===== src/rtl/sfr_apb_bridge_pkg.sv =====
// Shared types and constants for the SFR APB bridge and its address decoder.
// State codes are plain localparams so legacy netlists keep matching encodings.
package sfr_apb_bridge_pkg;

  localparam int APB_DATA_W      = 32;
  localparam int CTRL_SFR_OFFSET = 0;

  typedef logic [1:0] state_t;

  localparam state_t ST_IDLE   = 2'd0;
  localparam state_t ST_STROBE = 2'd1;
  localparam state_t ST_WAIT   = 2'd2;
  localparam state_t ST_RESP   = 2'd3;

  typedef logic [2:0] lat_cnt_t;

  // Counter preload for the STROBE cycle; WAIT exits when the count reaches 1.
  function automatic lat_cnt_t lat_load(input int resp_latency);
    return lat_cnt_t'(resp_latency - 1);
  endfunction

endpackage


===== src/rtl/sfr_apb_addr_decode.sv =====
// Combinational SFR window decode: hit when paddr is the word-aligned SFR offset.
// With SFR_APB_BRIDGE_PROT_EN, unprivileged writes (pprot[0]==0) decode as a miss.
module sfr_apb_addr_decode
  import sfr_apb_bridge_pkg::*;
#(
  parameter int ADDR_WIDTH = 12,
  parameter int OFFSET     = CTRL_SFR_OFFSET
) (
  input  logic [ADDR_WIDTH-1:0] paddr,
`ifdef SFR_APB_BRIDGE_PROT_EN
  input  logic                  pwrite,
  input  logic                  priv,
`endif
  output logic                  hit
);

  logic addr_match;

  assign addr_match = (paddr == ADDR_WIDTH'(OFFSET)) && (paddr[1:0] == 2'b00);

`ifdef SFR_APB_BRIDGE_PROT_EN
  assign hit = addr_match && !(pwrite && !priv);
`else
  assign hit = addr_match;
`endif

endmodule


===== src/rtl/sfr_apb_bridge.sv =====
// APB3 slave front-end turning transfers into single-cycle processor strobes.
// Optional SFR_APB_BRIDGE_PROT_EN adds pprot and rejects unprivileged writes.
module sfr_apb_bridge
  import sfr_apb_bridge_pkg::*;
#(
  parameter int ADDR_WIDTH   = 12,
  parameter int CTRL_OFFSET  = CTRL_SFR_OFFSET,
  parameter int RESP_LATENCY = 1
) (
  input  logic                  clk,
  input  logic                  rst_n,
  input  logic                  psel,
  input  logic                  penable,
  input  logic                  pwrite,
  input  logic [ADDR_WIDTH-1:0] paddr,
  input  logic [APB_DATA_W-1:0] pwdata,
`ifdef SFR_APB_BRIDGE_PROT_EN
  input  logic [2:0]            pprot,
`endif
  output logic                  pready,
  output logic [APB_DATA_W-1:0] prdata,
  output logic                  pslverr,
  output logic                  write,
  output logic [APB_DATA_W-1:0] write_data,
  output logic                  read,
  input  logic [APB_DATA_W-1:0] read_data,
  input  logic                  error
);

  state_t   state_q;
  lat_cnt_t cnt_q;
  logic     miss_q;
  logic     rd_q;
  logic     setup;
  logic     hit;

  assign setup = psel && !penable;

`ifdef SFR_APB_BRIDGE_PROT_EN
  logic unused_pprot;
  assign unused_pprot = ^pprot[2:1];

  sfr_apb_addr_decode #(
    .ADDR_WIDTH (ADDR_WIDTH),
    .OFFSET     (CTRL_OFFSET)
  ) u_decode (
    .paddr  (paddr),
    .pwrite (pwrite),
    .priv   (pprot[0]),
    .hit    (hit)
  );
`else
  sfr_apb_addr_decode #(
    .ADDR_WIDTH (ADDR_WIDTH),
    .OFFSET     (CTRL_OFFSET)
  ) u_decode (
    .paddr (paddr),
    .hit   (hit)
  );
`endif

  always_ff @(posedge clk or negedge rst_n) begin
    if (!rst_n) begin
      state_q    <= ST_IDLE;
      cnt_q      <= '0;
      miss_q     <= 1'b0;
      rd_q       <= 1'b0;
      write      <= 1'b0;
      read       <= 1'b0;
      write_data <= '0;
    end else begin
      // Strobes are one-shot: asserted only for the cycle spent in STROBE.
      write <= 1'b0;
      read  <= 1'b0;
      case (state_q)
        ST_IDLE: begin
          if (setup) begin
            rd_q <= !pwrite;
            if (hit) begin
              miss_q  <= 1'b0;
              write   <= pwrite;
              read    <= !pwrite;
              if (pwrite) begin
                write_data <= pwdata;
              end
              state_q <= ST_STROBE;
            end else begin
              miss_q  <= 1'b1;
              state_q <= ST_RESP;
            end
          end
        end
        ST_STROBE: begin
          if (!psel) begin
            state_q <= ST_IDLE;
          end else begin
            cnt_q   <= lat_load(RESP_LATENCY);
            state_q <= (RESP_LATENCY == 1) ? ST_RESP : ST_WAIT;
          end
        end
        ST_WAIT: begin
          cnt_q <= cnt_q - 3'd1;
          if (!psel) begin
            state_q <= ST_IDLE;
          end else if (cnt_q == 3'd1) begin
            state_q <= ST_RESP;
          end
        end
        default: begin
          state_q <= ST_IDLE;
        end
      endcase
    end
  end

  // Response is sampled straight from the processor during the single RESP cycle.
  always_comb begin
    pready  = 1'b0;
    prdata  = '0;
    pslverr = 1'b0;
    if (state_q == ST_RESP) begin
      pready = 1'b1;
      if (miss_q) begin
        pslverr = 1'b1;
      end else begin
        pslverr = error;
        if (rd_q) begin
          prdata = read_data;
        end
      end
    end
  end

endmodule


===== config.mk =====
export PLATFORM = sky130hd
export DESIGN_NAME = sfr_apb_bridge
export DESIGN_NICKNAME = d
export VERILOG_FILES = /design/src/rtl/sfr_apb_bridge_pkg.sv /design/src/rtl/sfr_apb_addr_decode.sv /design/src/rtl/sfr_apb_bridge.sv
export SDC_FILE = /design/constraint.sdc
export NUM_CORES = 1
export LEC_CHECK = 0
export BUFFER_PORTS_ARGS = -buffer_cell sky130_fd_sc_hd__buf_2
export CORE_UTILIZATION = 40
export DETAILED_ROUTE_END_ITERATION = 8
export HOLD_SLACK_MARGIN = 0.06
export PLACE_DENSITY = 0.79
export SYNTH_ARGS = -nofsm -noshare
export SYNTH_HDL_FRONTEND = slang
export SYNTH_SLANG_ARGS = --single-unit

===== constraint.sdc =====
create_clock -name clk -period 2.7 [get_ports clk]
set_input_delay 0.27 -clock clk [delete_from_list [all_inputs] [get_ports clk]]
set_output_delay 0.27 -clock clk [all_outputs]
set_load 0.1 [all_outputs]

==> flow_summary.toml <==
[status]
status = "finished clean"

[global_routing]
antenna_found_initial = 0
grt_start_max_net_pins = 42
grtUsageTotal = 0.193
grt_pass1_wl_um = 7710
grt_pass1_vias = 1679
grt.overflow.total = 0

[yosys]
synth_edf_count = 0
synth_top_area_share = 0.495
syn_inst = 157
syn_area_per_cell_um2 = 13.2
ys_warn_count = 0
yosysTopAreaCell = "dfrtp_1"
syn-num-nets = 245
synth_cell_types = 26
synth_area_leaders = "dfrtp_1 (49%), mux2_4 (22%), and2_1 (9.7%)"
synth_flop_cell = "dfrtp_1"
synth_common_cells = "dfrtp_1 (41), and2_1 (32), mux2_4 (30)"
async_reset_ff_frac = 1.00
yosysMostFrequentCell = "dfrtp_1"
netlist_area_um2 = 2070
synth_seq_cells = 41
seq_area_frac_synth = 0.495

[clock_network]
h-tree-depth = 2
clk_latency_ps = 290
cts-root-buf = "clkbuf_8"
cts_tree = "yes"
post_cts_buffers = 0
cts_inserted_buffers = 5
cts.repair.resized = 0
hold_buffers = 0
clk_pin_slew_ps = 80
cts_buffer_depth = 2
cts_sinks = 41

[route]
wl_um = 5280
vias = 1736
routed_via_density = 4.57
drtAntennaViolNets = 0
drcViolationCount = 0
firstDrtPassIters = 4
drt-initial-drc-count = 58
avgRoutedWirePerCell_um = 13.9

[placement]
post_dp_cell_area_um2 = 3380
io_buffers = 149
routabilityCongestion = 0.733
hpwlAfterDp_um = 4350

[timing]
max_slew.worst_pin.slew_ps = 884
period_minus_slack_ps = 2230
relSlewSlack = 0.411
slew_violations = 0
setup_tns_ps = 0
setup_viol = 0
hold_violations = 0
grt_setup_unrepaired = "no"
period_share = 0.827
fin_skew_ps = 8.21
max_freq_mhz = 448

[critical_path]
crit_path_end_kind = "flip-flop"
critical-path-max-stage-delay_ps = 440
path_class = "reg2reg"
crit_chain = "inv_1 > ha_1 > and3_2 > nand4_4 > buf_4 > mux2_4"
startpoint_type = "flip-flop"
cp_max_fo = 22
required_ps = 2880
cp_slowest_cell = "nand4_4"
cp_data_arrival_time_ps = 2410

[die]
start_util = 0.428
die_h_um = 74.0
rows = 25
core_area_um2 = 4850
dieArea_um2 = 5480
die_x_um = 74.0
ios = 150

[power]
vdd_drop_max_mv = 0.362
p_leak_nw = 1.97
pwr_density_cell_nw_per_um2 = 488

[cells_and_area]
insertedDiodeCount = 0
drive_gt1_frac = 0.642
area_growth_pct = 69.6
design_area_um2 = 3520
layout.nets = 400

[hold_path]
hold_path.class = "in2async"

[job]
max_cap_violations = 0
==> power breakdown <==
group	switching, mW	total, mW	internal, mW	leakage, nW
Clock	0.211	0.583	0.372	0.0687
Combinational	0.271	0.436	0.164	1.34
Sequential	0.0375	0.696	0.659	0.558
==> cells in the final DEF, fill, tap and decap left out, types with 2 or more instances in the layout <==
cell type,count
inv_1,5
dfrtp_1,41
mux2_2,3
nor4_2,3
o31ai_1,2
clkbuf_8,5
nor2b_1,2
mux2_4,30
ha_1,5
a21oi_1,2
buf_12,32
nor2_1,2
and2_1,32
bufinv_16,2
o21ai_0,3
buf_4,5
buf_2,117
nand2_1,9
==> path summary, 6_finish.rpt <==
check	start	end	slack [ps]	depth (start not counted)
worst max-delay path	state_q[0]	write_data[19]	470	6
worst min-delay path	rst_n	write_data[12]	90	1
worst max register to register	state_q[0]	write_data[19]	470	6
worst min register to register	cnt_q[1]	cnt_q[1]	490	2
max in group asynchronous	rst_n	read	2050	1
min in group clk	pwrite	read	160	2
==> routing by layer <==
metal  wire length, um  GRT usage
met3               517     0.0705
met1              2020      0.207
met4                81     0.0833
met2              2660      0.340
met5                 0          0
==> final cells by class <==
class | count | area (um^2)
fill | 334 | 1330
sequential | 41 | 1030
multi-input combinational | 105 | 986
clock buffer | 5 | 68.8
inverter | 5 | 18.8
clock inverter | 3 | 68.8
tap | 67 | 83.8
timing repair buffer | 154 | 1260
==> registers in the layout, indices dropped and copies added, names as in the netlist <==
name,count
rd_q,1
write,1
state_q,2
read,1
write_data,32
cnt_q,3
miss_q,1
==> per-stage QoR <==
| step | utilization | power (mW) | setup WS, ps | hold WS, ps | cells |
|---|---|---|---|---|---|
| 2_1_floorplan | - | 1.01 | 224 | -25.6 | 157 |
| 3_3_place_gp | 0.697 | 1.13 | 548 | 431 | 372 |
| 3_5_place_dp | 0.697 | 1.15 | 481 | 440 | 372 |
| 4_1_cts | 0.725 | 1.73 | 467 | 114 | 380 |
| 5_1_grt | 0.725 | 1.82 | 331 | 151 | 380 |
| 6_report | 0.725 | 1.72 | 468 | 93.5 | 380 |
==> critical path, delay by kind of cell (launching register included) <==
| family | cells | cell delay, ps |
|---|---|---|
| buf+inv | 2 | 460 |
| flops | 1 | 420 |
| simple gates | 2 | 700 |
| mux | 1 | 300 |
| fa+ha+maj | 1 | 240 |
==> logic make-up after synthesis <==
kind of cell	Yosys count	synth area share
buffers and inverters	11	0.0308
AOI/OAI and AO/OA	11	0.0338
muxes	34	0.238
and+or+nand+nor	54	0.166
DFF	41	0.495
adders and majority gates	6	0.0362
Note: power is estimated with default switching activity, not from simulation.
